<file path="config.mk">
export PLATFORM = sky130hd
export DESIGN_NAME = uart_tx_8bit
export DESIGN_NICKNAME = d
export VERILOG_FILES = /design/src/rtl/uart_pkg.sv /design/src/rtl/piso_shift_reg.sv /design/src/rtl/uart_tx_8bit.sv
export SDC_FILE = /design/constraint.sdc
export NUM_CORES = 1
export LEC_CHECK = 0
export CAP_MARGIN = 20
export CORE_UTILIZATION = 51
export CTS_CLUSTER_DIAMETER = 50
export DETAILED_ROUTE_END_ITERATION = 8
export PLACE_DENSITY = 0.79
export SKIP_CTS_REPAIR_TIMING = 1
export SYNTH_ARGS = -nofsm -noshare
export SYNTH_HDL_FRONTEND = slang
export SYNTH_SLANG_ARGS = --single-unit
</file>
<file path="constraint.sdc">
create_clock -name clk -period 2.15 [get_ports clk]
set_clock_uncertainty 0.2 [all_clocks]
set_input_delay 0.43 -clock clk [delete_from_list [all_inputs] [get_ports clk]]
set_output_delay 0.43 -clock clk [all_outputs]
set_load 0.1 [all_outputs]
</file>
<file path="src/rtl/uart_pkg.sv">
// Shared UART definitions: transmitter/receiver state encoding, line levels
// and the default frame width.
package uart_pkg;

    localparam int DEFAULT_DATA_W = 8;

    localparam logic LINE_IDLE = 1'b1;
    localparam logic START_BIT = 1'b0;
    localparam logic STOP_BIT  = 1'b1;

    typedef enum logic [2:0] {
        ST_IDLE,
        ST_SYNC,
        ST_START,
        ST_DATA,
        ST_PARITY,
        ST_STOP
    } tx_state_t;

endpackage

</file>
<file path="src/rtl/piso_shift_reg.sv">
// Parallel-load, shift-left-on-enable register exposing its MSB; the
// transmit-side counterpart of the serial-to-parallel shifter.
module piso_shift_reg #(
    parameter int W = 8
) (
    input  logic         clk,
    input  logic         reset,
    input  logic         load,
    input  logic         shift,
    input  logic [W-1:0] din,
    output logic         msb
);

    logic [W-1:0] shreg_q;
    logic [W-1:0] shreg_d;

    // NOTE: give every always_comb output a default first so no path leaves it unassigned (no latch).
    always_comb begin
        shreg_d = shreg_q;
        if (load) begin
            shreg_d = din;
        end else if (shift) begin
            shreg_d = shreg_q << 1;
        end
    end

    // NOTE: flops use non-blocking (<=) so every register samples pre-edge values.
    always_ff @(posedge clk) begin
        if (reset) begin
            shreg_q <= '0;
        end else begin
            shreg_q <= shreg_d;
        end
    end

    assign msb = shreg_q[W-1];

endmodule

</file>
<file path="src/rtl/uart_tx_8bit.sv">
// UART transmitter: start bit, data MSB-first, optional even parity
// (UART_TX_PARITY_EN), STOP_BITS stop bits, paced by the baud tick en.
module uart_tx_8bit
    import uart_pkg::*;
#(
    parameter int DATA_W    = DEFAULT_DATA_W,
    parameter int STOP_BITS = 1
) (
    input  logic              clk,
    input  logic              reset,
    input  logic              en,
    input  logic              start,
    input  logic [DATA_W-1:0] data,
    output logic              serial,
    output logic              busy,
    output logic              done
);

    localparam int CNT_W = $clog2(DATA_W + 1);
    localparam logic [CNT_W-1:0] DATA_LAST = CNT_W'(DATA_W - 1);
    localparam logic [CNT_W-1:0] STOP_LAST = CNT_W'(STOP_BITS - 1);

    tx_state_t        state_q, state_d;
    logic             serial_q, serial_d;
    logic             busy_q, busy_d;
    logic             done_q, done_d;
    logic [CNT_W-1:0] cnt_q, cnt_d;
    logic             load, shift, msb;
`ifdef UART_TX_PARITY_EN
    logic             parity_q, parity_d;
`endif

    piso_shift_reg #(.W(DATA_W)) u_shreg (
        .clk   (clk),
        .reset (reset),
        .load  (load),
        .shift (shift),
        .din   (data),
        .msb   (msb)
    );

    // The register is shifted on the START tick too, so msb always holds the next bit to send.
    always_comb begin
        state_d  = state_q;
        serial_d = serial_q;
        busy_d   = busy_q;
        done_d   = 1'b0;
        cnt_d    = cnt_q;
        load     = 1'b0;
        shift    = 1'b0;
`ifdef UART_TX_PARITY_EN
        parity_d = parity_q;
`endif
        case (state_q)
            ST_IDLE: begin
                serial_d = LINE_IDLE;
                if (start) begin
                    load    = 1'b1;
                    busy_d  = 1'b1;
                    state_d = ST_SYNC;
`ifdef UART_TX_PARITY_EN
                    parity_d = ^data;
`endif
                end
            end
            ST_SYNC: begin
                if (en) begin
                    state_d  = ST_START;
                    serial_d = START_BIT;
                end
            end
            ST_START: begin
                if (en) begin
                    state_d  = ST_DATA;
                    serial_d = msb;
                    shift    = 1'b1;
                    cnt_d    = '0;
                end
            end
            ST_DATA: begin
                if (en) begin
                    shift = 1'b1;
                    if (cnt_q == DATA_LAST) begin
                        cnt_d = '0;
`ifdef UART_TX_PARITY_EN
                        state_d  = ST_PARITY;
                        serial_d = parity_q;
`else
                        state_d  = ST_STOP;
                        serial_d = STOP_BIT;
`endif
                    end else begin
                        serial_d = msb;
                        cnt_d    = cnt_q + CNT_W'(1);
                    end
                end
            end
`ifdef UART_TX_PARITY_EN
            ST_PARITY: begin
                if (en) begin
                    state_d  = ST_STOP;
                    serial_d = STOP_BIT;
                end
            end
`endif
            ST_STOP: begin
                if (en) begin
                    if (cnt_q == STOP_LAST) begin
                        state_d = ST_IDLE;
                        busy_d  = 1'b0;
                        done_d  = 1'b1;
                    end else begin
                        cnt_d = cnt_q + CNT_W'(1);
                    end
                end
            end
            default: begin
                state_d  = ST_IDLE;
                serial_d = LINE_IDLE;
                busy_d   = 1'b0;
            end
        endcase
    end

    always_ff @(posedge clk) begin
        if (reset) begin
            state_q  <= ST_IDLE;
            serial_q <= LINE_IDLE;
            busy_q   <= 1'b0;
            done_q   <= 1'b0;
            cnt_q    <= '0;
        end else begin
            state_q  <= state_d;
            serial_q <= serial_d;
            busy_q   <= busy_d;
            done_q   <= done_d;
            cnt_q    <= cnt_d;
        end
    end

`ifdef UART_TX_PARITY_EN
    always_ff @(posedge clk) begin
        if (reset) begin
            parity_q <= 1'b0;
        end else begin
            parity_q <= parity_d;
        end
    end
`endif

    assign serial = serial_q;
    assign busy   = busy_q;
    assign done   = done_q;

endmodule

</file>
# Yosys cells after proc, flatten, opt, wreduce, memory -nomap -nowiden
# Cells that the tools add are included.
dict set report classes {
  n_addsub 1
  multipliers 0
  n_div 0
  n_lt_le_gt_ge 0
  eq_ne 13
  shift 0
  n_mux 30
  n_bitwise 3
  n_reduce_logical 11
}
# cell n
set ops {}
lappend ops {{3-bit two-way mux} 7}
lappend ops {{4-bit two-way mux} 5}
lappend ops {{8-bit two-way mux} 2}
lappend ops {{2-bit != test (second input constant)} 8}
lappend ops {{3-bit case mux with 5 select lines} 1}
lappend ops {{1-bit two-way mux} 12}
lappend ops {{4-bit case mux with 3 select lines} 1}
lappend ops {{4-bit AND reduction} 2}
lappend ops {{7-bit AND reduction} 1}
lappend ops {{3-bit by 2-bit == test with 1-bit output (second input constant)} 2}
lappend ops {{3-bit OR reduction} 2}
lappend ops {{5-bit AND reduction} 1}
lappend ops {{4-bit by 1-bit adder with 4-bit output (second input constant)} 1}
lappend ops {{4-bit by 3-bit == test with 1-bit output (second input constant)} 1}
lappend ops {{4-bit zero test} 1}
lappend ops {{1-bit case mux with 4 select lines} 1}
lappend ops {{3-bit by 1-bit == test with 1-bit output (second input constant)} 1}
lappend ops {{3-bit == test (second input constant)} 1}
lappend ops {{3-bit zero test} 1}
lappend ops {{1-bit NOT} 3}
lappend ops {{1-bit case mux with 3 select lines} 1}
lappend ops {{3-bit nonzero test} 1}
lappend ops {{2-bit nonzero test} 1}
lappend ops {{2-bit OR reduction} 1}
dict set report totals {
  ff_bits 18
  latch_bits 0
  ram_bits 0
  romBits 0
  input_bits 12
  output_inout_bits 3
  elab_cells 64
  mem_count 0
}

# Logic depth before layout (Yosys ltp)
# Gate-level depths: netlist (run 1).
dict set report depth {
  ltp_word 5
  depth_mapped 7
  depth_no_buf 6
}

# By module
# From an unflattened synthesis (run 1), not the netlist that was laid out.
dict set report unflattened {
  cells_unflattened 106
  area_unflattened_um2 974.7
}
# module instances cells_each area_per_inst_um2 seq_area_each_um2
set by_module_without_submodules {}
lappend by_module_without_submodules {uart_tx_8bit 1 71 605.6 200.2}
lappend by_module_without_submodules {piso_shift_reg 1 35 369.1 160.2}

# Least setup slack after synthesis (run 1)
# OpenSTA, ideal clock, no wires.
dict set report synth_timing {
  path_type {register -> register}
  start {register cnt_q[0]}
  end {register state_q[2]}
  setup_time_ns 0.087
  t_arrival_ns 1.483
  required_ns 1.863
  slack_ns 0.380
  stages_incl_launch_ff 7
  n_path_buf 0
  period_less_slack_ns 1.770
  path_cell_list {dfxtp_1 > inv_1 > ha_1 > or3b_1 > a21oi_1 > or4b_2 > o31ai_1}
}
dict set report synth_between {
  elab_chain_cells 3
  word_cells_on_any_way 5
  classes_between {eq/ne (3); reduce/logical (2)}
}
# element line
set synth_lines {}
lappend synth_lines {{start: declaration} uart_tx_8bit.sv:27} ;# logic [CNT_W-1:0] cnt_q, cnt_d;
lappend synth_lines {{start signal: assignment} uart_tx_8bit.sv:137} ;# cnt_q <= cnt_d;
lappend synth_lines {{4-bit by 3-bit == test with 1-bit output or 4-bit zero test (tied branches)} {uart_tx_8bit.sv:83, uart_tx_8bit.sv:108}}
lappend synth_lines {{2-bit != test (no source line)} n/a}
lappend synth_lines {{7-bit AND reduction (no source line) *} n/a}
lappend synth_lines {{end signal: assignment} uart_tx_8bit.sv:133} ;# state_q <= state_d;
lappend synth_lines {{end: declaration} uart_tx_8bit.sv:23} ;# tx_state_t state_q, state_d;
# Mark *: on every way between the ends. The rest lies on a longest branch, timed or not.
# A chain may end at the register's enable or synchronous reset.

# Worst setup path in the final report (run 1)
# Ends and elaborated chain as after synthesis.

==> reports/results.tsv, run 1 <==
metric	value	unit
period utilization	90.2	%
htree depth	1	
initial antenna violation count	0	
Fmax	516	MHz
FFs w/ async S/R, synth	0	%
final WL	2070	um
CTS tree	yes	
wire per inst	13.2	um
final hold vios	0	
Iter 0 DRT Violations	21	
Reg clk slew, reported paths	0.11	ns
Final Slew Violations	0	
met2 WL	1010	um
Max FO, Critical Path	3	
Die Span Y	47.0	um
RSZ-0062 raised after global routing	no	
M1 WL	942	um
Mapped Nets	131	
slowest CP cell	or4b_2	
Post-Syn Instances	117	
combinational share of power	22.9	%
Residual DRC	0	
HP Class	reg2reg	
total grt overflow	0	
WP buf/inv	1	
sequential share of power	49.1	%
site row count	15	
Critical Path AT	1.96	ns
Synth Register Bits	18	
layout cells sized above 1	18.2	%
Final Setup Violations	0	
count of buffers from port buffering	14	
status	finished clean	
DR top layer	met3	
Worst path max stage delay	0.63	ns
Fin Setup TNS	0	ns
clock sink count	18	
P_sw	232	uW
yosys warns	0	
largest net degree at the start of global routing	17	
Die X	47.0	um
Switching Fraction	30.2	%
Vias/cell	5.76	
Crit path required time	2.17	ns
clock network fraction of total power	28.0	%
Relative slew margins	73.4	%
total number of vias	904	
Tmin final	1.94	ns
gr usage total	21.3	%
Layout area overhead	16.6	%
startpoint types	flip-flop	
vias in the first global route	793	
CP endpoint kind	flip-flop	
Max Root-Sink Buffers	2	
worst IR drop on VDD	0.399	mV
CP delay by family, top	simple AND/OR/NAND/NOR gates	
Avg Cell Area, Syn	8.82	um2
Seq/Total Area, Yosys	34.9	%
Final nets	147	
Leakage	0.437	nW
core area	0.00180	mm2
first-pass GRT wire length	3290	um
PD cells	639	mW/mm2
kind of critical path	reg2reg	
Synth cell types	37	
fillcell total	165	
met3 wire len	121	um
boundary pin count	15	
Max Cap Viol	0	
first drt pass iteration count	4	
post-route ant nets	0	
number of synthesized flops with an enable pin	0	
Post-Route Utilization	66.8	%
Die ar.	0.00221	mm2
multi-input logic area	579	um2
HPWL after DPL	1500	um
CP cell instances	inv_1 > ha_1 > or3b_1 > a21oi_1 > or4b_2 > o31ai_1	
Num CTS Buffers	3	
Primary FF master, synth	dfxtp_1	
worst-margin pin slew	0.398	ns
P_int	537	uW
FF+latch area	360	um2
starting density of the core	57.3	%
Clock Latency Late Sink	0.30	ns
RD Place Congestion	0.820	
synthesized cell area	0.00103	mm2
Diodes inserted	0	
Root Buffer	clkbuf_4	
[cell usage after synthesis (all sizes together), types with 2 or more instances]
library cell | instances | share of area, %
a21oi | 6 | 2.9
a311oi | 7 | 10
buf | 7 | 6.4
clkbuf | 2 | 0.73
dfxtp | 18 | 35
ha | 2 | 2.4
inv | 5 | 1.8
nand2 | 13 | 4.7
nand2b | 5 | 3.8
nand3 | 13 | 6.3
nand3b | 2 | 1.5
nor2 | 8 | 2.9
nor2b | 3 | 1.8
nor3 | 2 | 0.97
nor3b | 2 | 1.5
o21ai | 3 | 1.5
o22ai | 2 | 1.2
o31ai | 3 | 3.5
[layer usage]
| layer | global-route usage (%) | vias up |
|---|---|---|
| li1 | - | 453 |
| met1 | 25.8 | 431 |
| met2 | 36.4 | 20 |
| met3 | 8.08 | 0 |
| met4 | 3.43 | 0 |
| met5 | 0 | - |
[power by group through the flow]
stage          registers, mW  logic [mW]  clock network (mW)
2_1_floorplan          0.402       0.124                   0
3_5_place_dp           0.384       0.177                   0
3_3_place_gp           0.384       0.173                   0
5_1_grt                0.382       0.190               0.236
4_1_cts                0.377       0.177               0.221
6_report               0.378       0.176               0.215
[placed cells by master (no fill, tap or decap), drive strengths merged, types with 5 or more instances in the layout]
master and instances:
dfxtp 18, nand2 13, nand3 13, clkdlybuf4s50 11
buf 9, nor2 8, a311oi 7, a21oi 6
inv 5, nand2b 5
[through the flow]
stage | cell area [um2] | power, mW | worst slack, ns | hold WS, ns | instances
after floorplan | 1030 | 0.525 | 0.380 | 0.248 | 117
after global placement | 1170 | 0.557 | 0.128 | 0.257 | 153
after detailed placement | 1170 | 0.560 | 0.0908 | 0.269 | 153
after CTS | 1200 | 0.775 | 0.213 | 0.284 | 157
after global routing | 1200 | 0.809 | 0.170 | 0.306 | 157
final | 1200 | 0.769 | 0.211 | 0.284 | 157
[worst reg2reg max path: cells and delay by family, from the launching register on]
kind | cells | cell delay (ns)
AND/OR/NAND/NOR | 2 | 0.82
buffers and inverters | 1 | 0.08
adder cells (fa/ha/maj) | 1 | 0.20
AO/OA/AOI/OAI | 2 | 0.18
flip-flops | 1 | 0.37
[area by class of cell]
type                       instances  area share (%)
clock buffer                       4            3.01
tap                               25            2.60
timing repair buffer              20            14.8
sequential                        18            29.9
multi-input combinational         85            48.1
inverter                           5            1.56
[state kept, by name (all words and copies together) (netlist names)]
| signal | cells |
|---|---|
| done | 1 |
| busy | 1 |
| u_shreg.shreg_q | 8 |
| serial | 1 |
| cnt_q | 4 |
| state_q | 3 |
[kinds of logic (layout without fill, tap and decap cells)]
group | Yosys count | after routing | synth area share (%)
compound gates | 28 | 28 | 24.8
buf+inv | 14 | 29 | 8.97
fa+ha+maj | 2 | 2 | 2.42
mux | 1 | 1 | 0.970
flops | 18 | 18 | 34.9
simple gates | 54 | 54 | 27.9
[worst paths after layout]
kind,start,endpoint,slack (ns),cells after the start
setup / recovery,cnt_q[0],state_q[2],0.21,6
hold reg to reg,u_shreg.shreg_q[0],u_shreg.shreg_q[0],0.28,2
hold / removal,u_shreg.shreg_q[0],u_shreg.shreg_q[0],0.28,2
setup reg to reg,cnt_q[0],state_q[2],0.21,6
Power figures use the tool's default switching activity.
==> run 2, diff against run 1 <==
SLEW_MARGIN = 20   (was unset)
==> results of run 2 <==
No change in the layout: final DEF, timing and power equal those of run 1.
==> run 3, diff against run 2 <==
CORE_MARGIN = 1   (was unset)
==> results of run 3 <==
No change in the layout: final DEF, timing and power equal those of run 1.
==> RTL edit: new RTL, flow settings as in run 2 <==
Register the input `start` before use, without a reset. The logic sees it one clock later. The other inputs are not delayed to match.
--- a/src/rtl/uart_tx_8bit.sv
+++ b/src/rtl/uart_tx_8bit.sv
@@ -21,2 +21,8 @@
     localparam logic [CNT_W-1:0] STOP_LAST = CNT_W'(STOP_BITS - 1);
+
+    logic start_q;
+
+    always_ff @(posedge clk) begin
+        start_q <= start;
+    end
 
@@ -56,3 +62,3 @@
                 serial_d = LINE_IDLE;
-                if (start) begin
+                if (start_q) begin
                     load    = 1'b1;
Behaviour: not the same (a bounded check fails within 4 cycles, from zero or initial values and one cycle with reset high).
==> RTL edit against run 2 <==
Count of clock-buffer cells in the layout stayed put; wire length is 0.63% higher; setup slack better by 0.011 ns; clock power is 15% lower; hold slack worse by 0.010 ns; core utilization is 0.92 points lower; synthesized area is 5.8% lower; sequential cell count is 1 higher; total power is 4.2% lower; final area is 3.4% lower; critical endpoint is now cnt_q[2].
==> RTL edit: results (changes against run 2) <==
Status -> complete, no violations
Total Routing Usage GR -> 23.8% (+2.5 points)
Pwr Total -> 0.000737 W (-4.2%)
Top Family by Delay on Critical Path -> compound AO/OA/AOI/OAI gates
Share of cells above drive strength 1 -> 12.9% (-5.3 points)
Reg area -> 380 um2 (+5.6%)
Crit path max fanout -> 8 (+5)
Met3 routed WL -> 59 um (-51%)
Distinct cell type count after synthesis -> 34 (-8.1%)
Top post-synthesis cells by area -> dfxtp_1, nand3_1, a311oi_1
P_sw -> 0.000223 W (-3.7%)
HP Class -> flop to flop
Met2 WL -> 964 um (-4.4%)
Post-Syn Nets -> 130 (-0.76%)
Hold_ws -> 0.274 ns (-0.0100 ns)
DP Area -> 1140 um2 (-2.7%)
First drt pass iteration count -> 6 (+2)
Slew headroom -> 67.8% (-5.7 points)
Pre-CTS WS -> 0.121 ns (+0.0298 ns)
Mux contribution to synthesized area -> 0% (-0.97 points)
Clk. pwr -> 0.000183 W (-15%)
Final WS setup -> 0.221 ns (+0.0107 ns)
Dpl hpwl -> 1480 um (-1.5%)
Vias -> 882 (-2.4%)
Vias in the first global route -> 795 (+0.25%)
Worst VDD drop -> 0.448 mV (+12%)
Cell leakage power -> 0.442 nW (+1.2%)
FILL cells -> 163 (-1.2%)
Post-Synth Adder-Cell Area -> 2.57% (+0.15 points)
Largest net degree at the start of global routing -> 16 (-1)
Syn_area_per_cell -> 8.38 um2 (-5.0%)
Post-Route M1 WL -> 1020 um (+8.7%)
Seq pwr -> 0.000395 W (+4%)
Seq/Total Area, Yosys -> 39.1% (+4.2 points)
Routed WL -> 2090 um (+0.63%)
Commonest cells post-synth -> dfxtp_1, nand3_1, nor2_1, nand2_1, a311oi_1
DR top layer -> met4
Iteration-0 DRC Markers -> 27 (+29%)
Post-synthesis compound-gate area fraction -> 23.4% (-1.4 points)
Hold_sp -> busy
RTL edit: changes by cell type in the layout (fill, tap and decap cells not counted), sizes merged, moves of 2 or more:
| cell | delta |
|---|---|
| nor2 | +5 |
| nand2b | -3 |
| nor2b | +3 |
| nor3 | -2 |
| o31ai | -2 |
RTL edit: cell type report:
| class | count | share of cell area [%] |
|---|---|---|
| tap | 25 | 2.69 |
| multi-input combinational | 84 | 45.4 |
| inverter | 5 | 1.61 |
| clock buffer | 4 | 2.26 |
| timing repair buffer | 20 | 15.3 |
| sequential | 19 | 32.7 |
RTL edit: worst reg2reg max path: cells and delay by family (launching register included):
family / cells / cell delay (ns)
buffers and inverters: 1 / 0.08
AOI/OAI and AO/OA: 3 / 0.83
adders and majority gates: 1 / 0.19
DFF: 1 / 0.40
and+or+nand+nor: 1 / 0.18
RTL edit: layer usage:
layer  up-vias  GRT usage [%]
li1        454              -
met1       410           32.0
met2        13           35.4
met3         5           5.16
met4         0           12.1
met5         -              0
